### src/rtl/control_ws_if.sv
// Handshake bundle between the multi-cycle controller and the CPU datapath/memory.
// The master side is the controller; the slave side is the datapath it steers.
interface control_ws_if #(
    parameter int OPC_W = 3
);
    logic [OPC_W-1:0] opcode;
    logic             zero;
    logic             mem_rdy;
    logic             resume;
    logic             rd;
    logic             wr;
    logic             ld_ir;
    logic             ld_ac;
    logic             ld_pc;
    logic             inc_pc;
    logic             halt;
    logic             data_e;
    logic             sel;
    logic             err;
    logic [3:0]       state;

    modport master (
        input  opcode, zero, mem_rdy, resume,
        output rd, wr, ld_ir, ld_ac, ld_pc, inc_pc, halt, data_e, sel, err, state
    );

    modport slave (
        output opcode, zero, mem_rdy, resume,
        input  rd, wr, ld_ir, ld_ac, ld_pc, inc_pc, halt, data_e, sel, err, state
    );
endinterface

### src/rtl/control_ws.sv
// Multi-cycle fetch/decode/execute controller with memory wait states, stall
// timeout fault and a resumable halt state.
module control_ws #(
    parameter int OPC_W = 3,
    parameter int TMO   = 15,
    parameter int CNT_W = 4
) (
    input  logic         clk,
    input  logic         rst,
    control_ws_if.master bus
);
    typedef enum logic [3:0] {
        S_INST_ADDR  = 4'd0,
        S_INST_FETCH = 4'd1,
        S_INST_LOAD  = 4'd2,
        S_IDLE       = 4'd3,
        S_OP_ADDR    = 4'd4,
        S_OP_FETCH   = 4'd5,
        S_ALU_OP     = 4'd6,
        S_STORE      = 4'd7,
        S_HALTED     = 4'd8
    } state_t;

    localparam int             TMO_LAST_I = (TMO > 0) ? TMO - 1 : 0;
    localparam logic [CNT_W-1:0] TMO_LAST = CNT_W'(TMO_LAST_I);

    state_t           st;
    logic [CNT_W-1:0] cnt;
    logic             err_q;

    logic is_hlt, is_skz, is_add, is_and, is_xor, is_lda, is_sto, is_jmp;
    logic is_alu, gated, stall, timeout;

    // Full-width compares so that any opcode above 7 matches nothing and acts as NOP.
    assign is_hlt = (bus.opcode == OPC_W'(0));
    assign is_skz = (bus.opcode == OPC_W'(1));
    assign is_add = (bus.opcode == OPC_W'(2));
    assign is_and = (bus.opcode == OPC_W'(3));
    assign is_xor = (bus.opcode == OPC_W'(4));
    assign is_lda = (bus.opcode == OPC_W'(5));
    assign is_sto = (bus.opcode == OPC_W'(6));
    assign is_jmp = (bus.opcode == OPC_W'(7));
    assign is_alu = is_add | is_and | is_xor | is_lda;

    assign gated   = (st == S_INST_FETCH) | ((st == S_OP_FETCH) & is_alu) |
                     ((st == S_STORE) & is_sto);
    assign stall   = gated & ~bus.mem_rdy;
    assign timeout = (TMO > 0) && stall && (cnt == TMO_LAST);

    always_ff @(posedge clk) begin
        if (rst) begin
            st    <= S_INST_ADDR;
            cnt   <= '0;
            err_q <= 1'b0;
        end else if (timeout) begin
            st    <= S_HALTED;
            cnt   <= '0;
            err_q <= 1'b1;
        end else if (stall) begin
            cnt <= cnt + 1'b1;
        end else begin
            cnt <= '0;
            case (st)
                S_INST_ADDR:  st <= S_INST_FETCH;
                S_INST_FETCH: st <= S_INST_LOAD;
                S_INST_LOAD:  st <= S_IDLE;
                S_IDLE:       st <= S_OP_ADDR;
                S_OP_ADDR:    st <= is_hlt ? S_HALTED : S_OP_FETCH;
                S_OP_FETCH:   st <= S_ALU_OP;
                S_ALU_OP:     st <= S_STORE;
                S_STORE:      st <= S_INST_ADDR;
                S_HALTED:     if (bus.resume && !err_q) st <= S_INST_ADDR;
                default:      st <= S_INST_ADDR;
            endcase
        end
    end

    always_comb begin
        bus.rd     = 1'b0;
        bus.wr     = 1'b0;
        bus.ld_ir  = 1'b0;
        bus.ld_ac  = 1'b0;
        bus.ld_pc  = 1'b0;
        bus.inc_pc = 1'b0;
        bus.halt   = 1'b0;
        bus.data_e = 1'b0;
        bus.sel    = 1'b0;
        case (st)
            S_INST_ADDR: bus.sel = 1'b1;
            S_INST_FETCH: begin
                bus.sel = 1'b1;
                bus.rd  = 1'b1;
            end
            S_INST_LOAD, S_IDLE: begin
                bus.sel   = 1'b1;
                bus.rd    = 1'b1;
                bus.ld_ir = 1'b1;
            end
            S_OP_ADDR: begin
                bus.inc_pc = 1'b1;
                bus.halt   = is_hlt;
            end
            S_OP_FETCH: bus.rd = is_alu;
            S_ALU_OP: begin
                bus.rd     = is_alu;
                bus.inc_pc = is_skz & bus.zero;
                bus.ld_pc  = is_jmp;
                bus.data_e = is_sto;
            end
            S_STORE: begin
                bus.rd     = is_alu;
                bus.ld_ac  = is_alu;
                bus.ld_pc  = is_jmp;
                bus.wr     = is_sto;
                bus.data_e = is_sto;
            end
            S_HALTED: bus.halt = 1'b1;
            default: ;
        endcase
    end

    assign bus.state = st;
    assign bus.err   = err_q;
endmodule

### src/flat_wrapper.sv
// flat-port wrapper written by rule: the top's interface ports become plain ports
module control_ws_flat 
#(
    parameter int OPC_W = 3,
    parameter int TMO   = 15,
    parameter int CNT_W = 4
)
  (clk, rst, bus_opcode, bus_zero, bus_mem_rdy, bus_resume, bus_rd, bus_wr, bus_ld_ir, bus_ld_ac, bus_ld_pc, bus_inc_pc, bus_halt, bus_data_e, bus_sel, bus_err, bus_state);
  control_ws_if #(.OPC_W(OPC_W)) bus_i ();
  input  logic clk;
  input  logic rst;
  input wire logic [$bits(bus_i.opcode)-1:0] bus_opcode;
  input wire logic [$bits(bus_i.zero)-1:0] bus_zero;
  input wire logic [$bits(bus_i.mem_rdy)-1:0] bus_mem_rdy;
  input wire logic [$bits(bus_i.resume)-1:0] bus_resume;
  output wire logic [$bits(bus_i.rd)-1:0] bus_rd;
  output wire logic [$bits(bus_i.wr)-1:0] bus_wr;
  output wire logic [$bits(bus_i.ld_ir)-1:0] bus_ld_ir;
  output wire logic [$bits(bus_i.ld_ac)-1:0] bus_ld_ac;
  output wire logic [$bits(bus_i.ld_pc)-1:0] bus_ld_pc;
  output wire logic [$bits(bus_i.inc_pc)-1:0] bus_inc_pc;
  output wire logic [$bits(bus_i.halt)-1:0] bus_halt;
  output wire logic [$bits(bus_i.data_e)-1:0] bus_data_e;
  output wire logic [$bits(bus_i.sel)-1:0] bus_sel;
  output wire logic [$bits(bus_i.err)-1:0] bus_err;
  output wire logic [$bits(bus_i.state)-1:0] bus_state;
  assign bus_i.opcode = bus_opcode;
  assign bus_i.zero = bus_zero;
  assign bus_i.mem_rdy = bus_mem_rdy;
  assign bus_i.resume = bus_resume;
  assign bus_rd = bus_i.rd;
  assign bus_wr = bus_i.wr;
  assign bus_ld_ir = bus_i.ld_ir;
  assign bus_ld_ac = bus_i.ld_ac;
  assign bus_ld_pc = bus_i.ld_pc;
  assign bus_inc_pc = bus_i.inc_pc;
  assign bus_halt = bus_i.halt;
  assign bus_data_e = bus_i.data_e;
  assign bus_sel = bus_i.sel;
  assign bus_err = bus_i.err;
  assign bus_state = bus_i.state;
  control_ws #(.OPC_W(OPC_W), .TMO(TMO), .CNT_W(CNT_W)) u_core (.clk(clk), .rst(rst), .bus(bus_i));
endmodule
### config.mk
export PLATFORM = sky130hd
export DESIGN_NAME = control_ws_flat
export DESIGN_NICKNAME = d
export VERILOG_FILES = /design/src/rtl/control_ws_if.sv /design/src/rtl/control_ws.sv /design/src/flat_wrapper.sv
export SDC_FILE = /design/constraint.sdc
export NUM_CORES = 1
export LEC_CHECK = 0
export CORE_MARGIN = 8
export CORE_UTILIZATION = 37
export DETAILED_ROUTE_END_ITERATION = 6
export MAX_ROUTING_LAYER = met4
export PLACE_DENSITY = 0.81
export SLEW_MARGIN = 20
export SYNTH_ARGS = -nofsm -noshare
export SYNTH_HDL_FRONTEND = slang
export SYNTH_SLANG_ARGS = --single-unit
### constraint.sdc
create_clock -name clk -period 1.5 [get_ports clk]
set_input_delay 0.3 -clock clk [delete_from_list [all_inputs] [get_ports clk]]
set_output_delay 0.3 -clock clk [all_outputs]
set_load 0.03 [all_outputs]
Word level (Yosys, flattened, before mapping)

Cells that the tools add are included.

Flip-flop bits (word level): 9
Input bits: 8
Logic and storage cells: 63

$add $sub $neg: 1
Equal/unequal tests: 19
Multiplexer cells: 14
Bitwise logic cells: 11
Reductions and logical operators: 14

Operator list:

| operator                                             | number |
|---|---|
| case mux 4 bit (8 select lines)                      | 1 |
| equality test 4 x 3 -> 1 bit (second input constant) | 4 |
| two-way mux 4 bit                                    | 4 |
| equality test 3 bit (second input constant)          | 4 |
| OR reduction 3 bit                                   | 3 |
| equality test 4 x 2 -> 1 bit (second input constant) | 2 |
| equality test 4 bit (second input constant)          | 2 |
| equality test 3 x 2 -> 1 bit (second input constant) | 2 |
| two-way mux 1 bit                                    | 6 |
| case mux 1 bit (2 select lines)                      | 3 |
| OR reduction 2 bit                                   | 3 |
| OR 1 bit                                             | 5 |
| adder 4 x 1 -> 4 bit (second input constant)         | 1 |
| AND 1 bit                                            | 4 |
| equality test 4 x 1 -> 1 bit (second input constant) | 1 |
| logical NOT 4 bit                                    | 1 |
| AND reduction 2 bit                                  | 2 |
| OR reduction 4 bit                                   | 1 |
| equality test 3 x 1 -> 1 bit (second input constant) | 1 |
| logical NOT 3 bit                                    | 1 |
| != test 3 x 1 -> 1 bit (second input constant)       | 1 |
| logical AND 1 bit                                    | 2 |
| != test 2 x 1 -> 1 bit (second input constant)       | 1 |
| != test 2 bit (second input constant)                | 1 |
| 2 further kinds                                      | 3 |

Logic depth before layout (Yosys ltp)

Gate-level depths: netlist (run 1).

Depth after elaboration: 11
Depth in mapped cells: 5
Depth with buffers taken out: 5

Least setup slack after synthesis (run 1)

No wires, ideal clock.

Path kind: register -> output
From: register u_core.st[0] (netlist: u_core.bus.state[0])
To: output bus_ld_ac
Arrival: 1920 ps
Data required time: 1200 ps
Slack: -720 ps
Stages on the path, launching flop included: 4
Cell sequence: dfxtp_1 -> clkbuf_1 -> inv_1 -> nor4_1

Longest elaborated chain between the ends: 2

RTL lines:

| what                         | line               | source |
|---|---|---|
| start: declaration           | control_ws.sv:27   | `state_t st;` |
| start signal: assignment     | control_ws.sv:68   | `S_OP_ADDR: st <= is_hlt ? S_HALTED : S_OP_FETCH;` |
| equality test 4 x 3 -> 1 bit | control_ws.sv:88   | `case (st)` |
| two-way mux 1 bit            | control_ws.sv:88   |  |
| end: declaration             | flat_wrapper.sv:19 | `output wire logic [$bits(bus_i.ld_ac)-1:0] bus_ld_ac;` |

Every way passes these cells.

Final worst setup path (run 1)

From: register u_core.st[2] (netlist: u_core.bus.state[2])
To: output bus_halt

Longest elaborated chain between the ends: 2
Elaborated cells between the ends (all ways): 3
Those cells by class: 2 x eq/ne; 1 x mux

RTL lines:

| what                                                                       | line               | source |
|---|---|---|
| equality test 4 bit / equality test 4 x 3 -> 1 bit (equally long branches) | control_ws.sv:88   |  |
| case mux 1 bit (2 select lines) *                                          | control_ws.sv:88   |  |
| end: declaration                                                           | flat_wrapper.sv:22 | `output wire logic [$bits(bus_i.halt)-1:0] bus_halt;` |

Mark *: on every way between the ends. The rest lies on a longest branch, timed or not.

==> impl_metrics.yaml, run 1 <==
outcome:
  status: "finished, violations left"
  violations: "negative setup slack"
placement:
  routabilityCongestion: 0.847
  io_buffers: 21
  dp.final_hpwl_mm: 1.29
  placed_cell_area_sq_um: 936
yosys:
  async_reset_ff_share_pct: 0
  synth_ff_type: "dfxtp_1"
  synth_simple_gate_area_share_pct: 28.3
  synth.distinct_cells: 28
  ys_seq_area_share_pct: 31.9
  synth_top_family_by_area: "simple AND/OR/NAND/NOR gates"
  syn_area_sq_um: 566
  yosys.area.top_type_share_pct: 31.9
  synth_edf_count: 0
  avgSynthCellArea_sq_um: 7.44
  synth_compound_area_share_pct: 22.1
  synth_xor_area_share_pct: 4.65
  yosys.area_share.adder_pct: 4.42
  synthCells: 76
  ys_ff_latch: 9
  synth_top_area_cell: "dfxtp_1"
  synth_area_leaders: "dfxtp_1, nor2_1, nand3_1"
  yosysWarnings: 0
  syn_nets: 86
  muxShareOfSynthArea_pct: 1.99
cells_and_area:
  syn_to_final_growth_pct: 97.1
  layout_common_cells: "buf_4, buf_6, nor2_1"
  final_common_cell: "buf_4"
  antenna_cells: 0
  nFillCells: 97
  seq_area_sq_um: 193
  multi_input_area_sq_um: 475
  drive_gt1_share_pct: 49.1
  nNetsFinal: 127
  stdcell_area_sq_um: 1110
cts:
  clockBufferDepth: 2
  clk_latency_ns: 0.26
  root_buffer: "clkbuf_4"
  clock-sinks: 9
  cts.htree.levels: 1
  hold_buffers: 0
  cts_tree: "done"
  cts_made_buffers: 3
  clk_pin_slew_worst_paths_ns: 0.06
drt:
  wl_per_cell_um: 14.8
  first_pass_iters: 3
  initialDrtViolationCount: 4
  totalWireLength_mm: 1.95
  ant_nets: 0
  drc: 0
  vias_per_cell: 5.22
  num_vias: 689
power_and_ir_drop:
  p_total_uw: 833
  peakVddDrop_mv: 0.516
  p_per_area_nw_per_um2: 747
  p_leak_nw: 0.482
sta:
  skew_ns: 0.00498
  slew_headroom_pct: 73.2
  grt_setup_unrepaired: "yes"
  fmax_ghz: 0.584
  fin_hold_ws_ns: 0.452
  fin_crit_ns: 1.71
  finalWorstSetupSlack_ns: -0.211
  finalSetupViolations: 11
  worst_pin_slew_ns: 0.403
  final.period_utilization_pct: 114
  drv_slew: 0
  hold_violations: 0
setup_path:
  ff2ff_path_depth: 5
  cp-end-kind: "primary output"
  startpoint_type: "flop"
  crit_type: "reg -> out"
  cp.required_ns: 1.20
  cp.arrival_ns: 1.41
  worstPathMaxFanout: 5
floorplanning:
  core_sq_um: 1470
  initial_core_util_pct: 38.4
  row_count: 14
  dieArea_sq_um: 3040
  die_width_um: 55.1
  io_pins: 22
  fp.dieH_um: 55.1
hold_path:
  min_path_type: "reg -> reg"
  whs_path_depth: 2
global_route:
  grt_usage_pct: 13.4
  grt_overflow: 0
  grt_pass1_wl_mm: 2.97
  grt_pass1_vias: 720
  grt_max_degree: 10
  antenna_found_initial: 0
flow_run:
  maxCapViolCount: 0
[cell families after synthesis]
family / after synthesis
buf+inv: 10
compound gates: 16
mux: 1
fa+ha+maj: 2
simple gates: 35
flops: 9
xor+xnor: 3
[final timing paths]
| path | from | endpoint | slack [ns] |
|---|---|---|---|
| worst max-delay path | u_core.bus.state[2] | bus_halt | -0.21 |
| worst min-delay path | u_core.bus.err | u_core.bus.err | 0.45 |
| worst max register to register | u_core.bus.state[2] | u_core.bus.err | -0.08 |
| worst min register to register | u_core.bus.err | u_core.bus.err | 0.45 |
[repair_timing]
action,4_1_cts,5_1_grt
buffers inserted,5,1
setup endpoints to repair,22,16
pin swaps,13,12
resized for setup,31,10
endpoints found under the hold margin,0,0
[registers in the layout (all words and copies together) (netlist names)]
signal            count
u_core.bus.err        1
u_core.bus.state      4
u_core.cnt            4
[critical path, cell delays in order (launching register included)]
cell	delay, ns
dfxtp_4	0.37
buf_4	0.12
nand3_4	0.08
mux2_4	0.29
nor3_4	0.13
buf_6	0.16
[through the flow]
step	utilization (%)	setup TNS [ns]	instances	setup slack [ns]
3_3_place_gp	63.6	-5.98	122	-0.546
4_1_cts	72.7	-0.919	131	-0.196
6_report	75.8	-0.814	132	-0.211
3_5_place_dp	63.6	-6.83	122	-0.578
2_1_floorplan	-	-0.0775	76	-0.0493
5_1_grt	75.8	-1.65	132	-0.252
[per-layer routing]
layer / wire length, um / GRT usage, % / up-vias / share of wire [%]
met4: 38 / 6.40 / 0 / 1.9
met2: 1070 / 23.5 / 21 / 55
met5: 0 / - / - / 0
met3: 135 / 3.21 / 5 / 6.9
li1: - / - / 347 / -
met1: 712 / 13.7 / 316 / 36
[cell type report]
class / instances / share of cell area, %
Timing Repair Buffer: 40 / 33.7
Sequential cell: 9 / 17.3
Clock buffer: 4 / 2.36
Inverter: 6 / 2.24
Multi-Input combinational cell: 57 / 42.6
Tap cell: 16 / 1.80
[power by group]
part           leakage [nW]  switching [mW]  internal, mW
clock                0.0150          0.0827         0.102
combinational         0.392           0.211         0.171
sequential           0.0756          0.0125         0.253
total                 0.482           0.306         0.527
[Yosys cell counts (all sizes together), types with 2 or more instances]
cell / number
inv: 6
clkbuf: 4
nand2: 8
nor2: 13
nand3: 6
xnor2: 2
a21oi: 3
nor3: 4
o21ai: 5
dfxtp: 9
ha: 2
No activity file was read; power rests on OpenSTA's default activity.
==> inputs of run 2 (changes only) <==
CORE_MARGIN = default   (was 8)
==> run 2 against run 1 <==
Against the previous run:
- the run still ends with negative setup slack left
- non-clock buffer count grew 9
- combinational power is 8.4% higher
- largest cell class unchanged
- maximum frequency decreased by 0.10%
- highest routed layer unchanged
- clock power about the same
- utilization rose by 11 points
- worst setup slack worse by 0.0017 ns
- sequential share of layout area down 0.86 points
==> impl_metrics.yaml, run 2 (synthesis gave the netlist of run 1 again) <==
sta:
  fin_crit_ns: 1.71
  finalSetupViolations: 16
  drv_slew: 0
  final.period_utilization_pct: 114
  worst_pin_slew_ns: 0.402
  grt_setup_unrepaired: "yes"
  skew_ns: 0.0109
  slew_headroom_pct: 73.2
  fmax_ghz: 0.584
  hold_violations: 0
  finalWorstSetupSlack_ns: -0.213
drt:
  ant_nets: 0
  drc: 0
  vias_per_cell: 5.22
  wl_per_cell_um: 14.4
  num_vias: 731
  totalWireLength_mm: 2.02
  first_pass_iters: 5
  initialDrtViolationCount: 21
setup_path:
  startpoint_type: "flop"
  ff2ff_path_depth: 6
  worstPathCellList: "buf_6 -> nand3_4 -> mux2_4 -> nor3_4 -> buf_6"
  cp.arrival_ns: 1.41
  cp_slowest_cell: "dfxtp_4"
  reg2reg_slack_ns: -0.13
  cp.required_ns: 1.20
  worstPathMaxFanout: 5
  timing.rr.start: "u_core.bus.state[2]"
  r2r_end: "u_core.bus.err"
  crit_top_cell: "buf_6"
  crit_buf_inv: 2
  cp-end-kind: "primary output"
  crit_family: "flip-flops"
  max_stage_delay_ns: 0.39
  crit_type: "reg -> out"
global_route:
  grt_usage_pct: 24.1
  grt_max_degree: 11
  grt_pass1_wl_mm: 2.58
  antenna_found_initial: 0
  grt_overflow: 0
  grt_pass1_vias: 649
cells_and_area:
  nFillCells: 76
  nNetsFinal: 136
  antenna_cells: 0
  stdcell_area_sq_um: 1190
  drive_gt1_share_pct: 53.6
  multi_input_area_sq_um: 483
  layout_common_cells: "buf_4, buf_6, nor2_1"
  final_common_cell: "buf_4"
  seq_area_sq_um: 195
  syn_to_final_growth_pct: 110
floorplanning:
  die_width_um: 41.1
  initial_core_util_pct: 41.4
  row_count: 13
  io_pins: 22
  dieArea_sq_um: 1690
  core_sq_um: 1370
  fp.dieH_um: 41.1
placement:
  routabilityCongestion: 0.784
  placed_cell_area_sq_um: 952
  dp.final_hpwl_mm: 1.16
  dp_slack_ns: -0.537
  io_buffers: 21
cts:
  cts_tree: "done"
  clock-sinks: 9
  cts.htree.levels: 1
  root_buffer: "clkbuf_4"
  clk_latency_ns: 0.26
  cts_made_buffers: 3
  clk_pin_slew_worst_paths_ns: 0.07
  clockBufferDepth: 2
  hold_buffers: 0
power_and_ir_drop:
  p_leak_nw: 0.542
  peakVddDrop_mv: 0.714
  p_per_area_nw_per_um2: 728
hold_path:
  hold_start: "u_core.cnt[0]"
  hold_end: "u_core.cnt[0]"
  min_path_type: "reg -> reg"
  whs_path_depth: 1
outcome:
  violations: "negative setup slack"
  status: "finished, violations left"
flow_run:
  maxCapViolCount: 0
-- run 2: how the worst max path moves through the flow --
stage                           to  depth (start not counted)                start  slack [ns]
finish                    bus_halt                          5  u_core.bus.state[2]       -0.21
global placement          bus_halt                          6        bus_opcode[1]       -0.51
detailed placement  u_core.bus.err                          6        bus_opcode[2]       -0.54
global route              bus_halt                          5  u_core.bus.state[2]       -0.27
floorplan                 bus_halt                          3  u_core.bus.state[3]       -0.05
CTS                       bus_halt                          5  u_core.bus.state[2]       -0.21
-- run 2: metal layers --
layer | wire [um] | GRT usage (%) | part of all wire [%]
met1 | 755 | 23.2 | 37
met2 | 1110 | 46.9 | 55
met3 | 84 | 3.26 | 4.2
met4 | 66 | 10.5 | 3.3
met5 | 0 | - | 0
-- run 2: per-stage QoR --
step	util, %	total power, mW	std cells	TNS [ns]	hold WS, ns
6_report	87.0	0.865	140	-1.24	0.468
5_1_grt	87.0	0.911	140	-2.52	0.503
4_1_cts	81.2	0.825	134	-1.26	0.466
3_5_place_dp	69.7	0.577	123	-6.28	0.449
3_3_place_gp	69.7	0.573	123	-5.92	0.443
2_1_floorplan	-	0.459	76	-0.0775	0.359
-- run 2: cell type report --
type | instances | area share, %
multi-input cells | 57 | 40.6
inverters | 6 | 2.11
flip-flops and latches | 9 | 16.4
repair buffers | 49 | 36.9
clock buffers | 3 | 1.89
well taps | 15 | 1.58
clock inverters | 1 | 0.421
-- run 2: worst register-to-register path: cells and delay by family (launching register included) --
family	cells	cell delay [ns]
AND/OR/NAND/NOR	2	0.39
AO/OA/AOI/OAI	3	0.65
buffers and inverters	1	0.12
flip-flops	1	0.39
-- run 2: timing repair --
action / 4_1_cts / 5_1_grt
gates resized for setup: 37 / 11
setup buffers: 7 / 6
pin swaps: 17 / 6
endpoints found under the setup margin: 23 / 19
-- run 2: where the power goes --
part | total [mW] | internal, mW | leakage [nW] | switching [mW]
logic | 0.414 | 0.195 | 0.448 | 0.218
clock network | 0.183 | 0.0981 | 0.0177 | 0.0851
registers | 0.268 | 0.253 | 0.0759 | 0.0151
==> inputs of run 3 (changes only) <==
PLACE_DENSITY = 0.72   (was 0.81)
==> run 3 against run 2 <==
Against the previous run:
- the run still ends with negative setup slack left
- clock skew rose by 0.0019 ns
- register-to-register slack improved by 0.07 ns
- power fell by 1.8%
- clock power rose by 3%
- worst setup slack improved by 0.056 ns
- design area fell by 1.6%
- first-iteration DRC count fell by 52%
- final cell count fell by 3.6%
- critical path type unchanged
- critical endpoint unchanged
- largest cell class unchanged
- highest routed layer unchanged
==> impl_metrics.yaml, run 3 (synthesis gave the netlist of run 1 again) <==
placement:
  dp_slack_ns: -0.572
  routabilityCongestion: 0.865
  dp.final_hpwl_mm: 1.22
  io_buffers: 21
  dp.cells: 125
global_route:
  antenna_found_initial: 0
  grt_usage_pct: 28.7
  grt_pass1_wl_mm: 3.00
  grt_overflow: 0
  grt_pass1_vias: 687
  grt_max_degree: 12
cts:
  clockBufferDepth: 2
  cts_made_buffers: 3
  clk_latency_ns: 0.27
  cts_tree: "done"
  cts.htree.levels: 1
  clk_pin_slew_worst_paths_ns: 0.07
  root_buffer: "clkbuf_4"
  clock-sinks: 9
cells_and_area:
  antenna_cells: 0
  final_common_cell: "buf_4"
  drive_gt1_share_pct: 55.8
  layout_common_cells: "buf_4, buf_6, nor2_1"
  fin_cells: 135
  nNetsFinal: 131
  syn_to_final_growth_pct: 107
floorplanning:
  row_count: 13
  initial_core_util_pct: 41.4
  io_pins: 22
  fp.dieH_um: 41.1
  core_sq_um: 1370
  die_width_um: 41.1
  dieArea_sq_um: 1690
sta:
  hold_violations: 0
  grt_setup_unrepaired: "yes"
  final.period_utilization_pct: 110
  skew_ns: 0.0128
  fmax_ghz: 0.604
  worst_pin_slew_ns: 0.449
  finalSetupViolations: 15
  fin_crit_ns: 1.66
  slew_headroom_pct: 70.0
  finalWorstSetupSlack_ns: -0.156
  drv_slew: 0
setup_path:
  ff2ff_path_depth: 6
  crit_family: "flip-flops"
  reg2reg_slack_ns: -0.06
  worstPathMaxFanout: 8
  cp.required_ns: 1.20
  cp.arrival_ns: 1.36
  cp_slowest_cell: "dfxtp_4"
  worstPathCellList: "buf_12 -> nand3_4 -> mux2_4 -> nor3_4 -> buf_6"
  r2r_end: "u_core.bus.state[1]"
  crit_type: "reg -> out"
  timing.rr.start: "u_core.bus.state[2]"
  crit_buf_inv: 2
  max_stage_delay_ns: 0.36
  cp-end-kind: "primary output"
  startpoint_type: "flop"
drt:
  first_pass_iters: 5
  wl_per_cell_um: 15.6
  totalWireLength_mm: 2.11
  vias_per_cell: 5.53
  initialDrtViolationCount: 10
  drc: 0
  ant_nets: 0
  num_vias: 747
power_and_ir_drop:
  switching_power_uw: 322
  pwr-share-clk_pct: 22.2
  p_per_area_nw_per_um2: 726
  p_leak_nw: 0.501
  peakVddDrop_mv: 0.683
  p_seq_share_pct: 31.9
  p_comb_share_pct: 45.9
  switching_share_pct: 37.9
  p_total_uw: 850
  p_int_uw: 527
hold_path:
  whs_path_depth: 2
  hold_end: "u_core.bus.err"
  hold_start: "u_core.bus.err"
  min_path_type: "reg -> reg"
outcome:
  status: "finished, violations left"
  violations: "negative setup slack"
flow_run:
  maxCapViolCount: 0
[run 3: area by class of cell]
| type | count | area [sq um] |
|---|---|---|
| Clock buffer | 4 | 26.3 |
| Fill cell | 79 | 196 |
| Inverter | 6 | 26.3 |
| Multi-Input combinational cell | 57 | 513 |
| Sequential cell | 9 | 195 |
| Tap cell | 15 | 18.8 |
| Timing Repair Buffer | 44 | 390 |
[run 3: worst register-to-register path, delay by kind of cell (launching register included)]
| family | cells | cell delay, ns |
|---|---|---|
| flops | 1 | 0.36 |
| compound gates | 4 | 0.65 |
| simple gates | 1 | 0.22 |
| buf+inv | 1 | 0.21 |
[run 3: power groups by stage]
stage	clock network (mW)	logic (mW)	registers (mW)
CTS	0.191	0.366	0.270
finish	0.189	0.390	0.271
global placement	0	0.315	0.270
detailed placement	0	0.320	0.271
global route	0.203	0.411	0.272
floorplan	0	0.168	0.292
[run 3: worst max path at each step]
stage,from,end,slack [ns],cells past startpoint
final,u_core.bus.state[2],bus_halt,-0.16,5
after global placement,bus_opcode[0],bus_halt,-0.52,7
after global routing,u_core.bus.state[2],bus_halt,-0.20,5
after CTS,u_core.bus.state[2],bus_halt,-0.18,5
after detailed placement,bus_opcode[2],u_core.bus.state[3],-0.57,6
after floorplan,u_core.bus.state[3],bus_halt,-0.05,3
[run 3: metal layers]
| layer | up-vias | wire [um] | GRT usage (%) |
|---|---|---|---|
| li1 | 355 | - | - |
| met3 | 7 | 98 | 2.72 |
| met1 | 353 | 808 | 27.0 |
| met5 | - | 0 | - |
| met2 | 32 | 1130 | 56.3 |
| met4 | 0 | 67 | 14.5 |
[run 3: repair_timing]
item,4_1_cts,5_1_grt
setup endpoints to repair,23,16
pin swaps,13,9
hold buffers,0,0
buffers inserted,6,1
gates resized for setup,43,13
endpoints found under the hold margin,0,0
[run 3: through the flow]
stage	TNS, ns	hold slack (ns)	area, sq um	util, %
global route	-1.40	0.501	1170	85.6
detailed placement	-6.51	0.455	980	71.7
floorplan	-0.0775	0.359	669	-
finish	-0.884	0.474	1170	85.6
CTS	-0.550	0.468	1150	84.0
global placement	-6.03	0.439	980	71.7
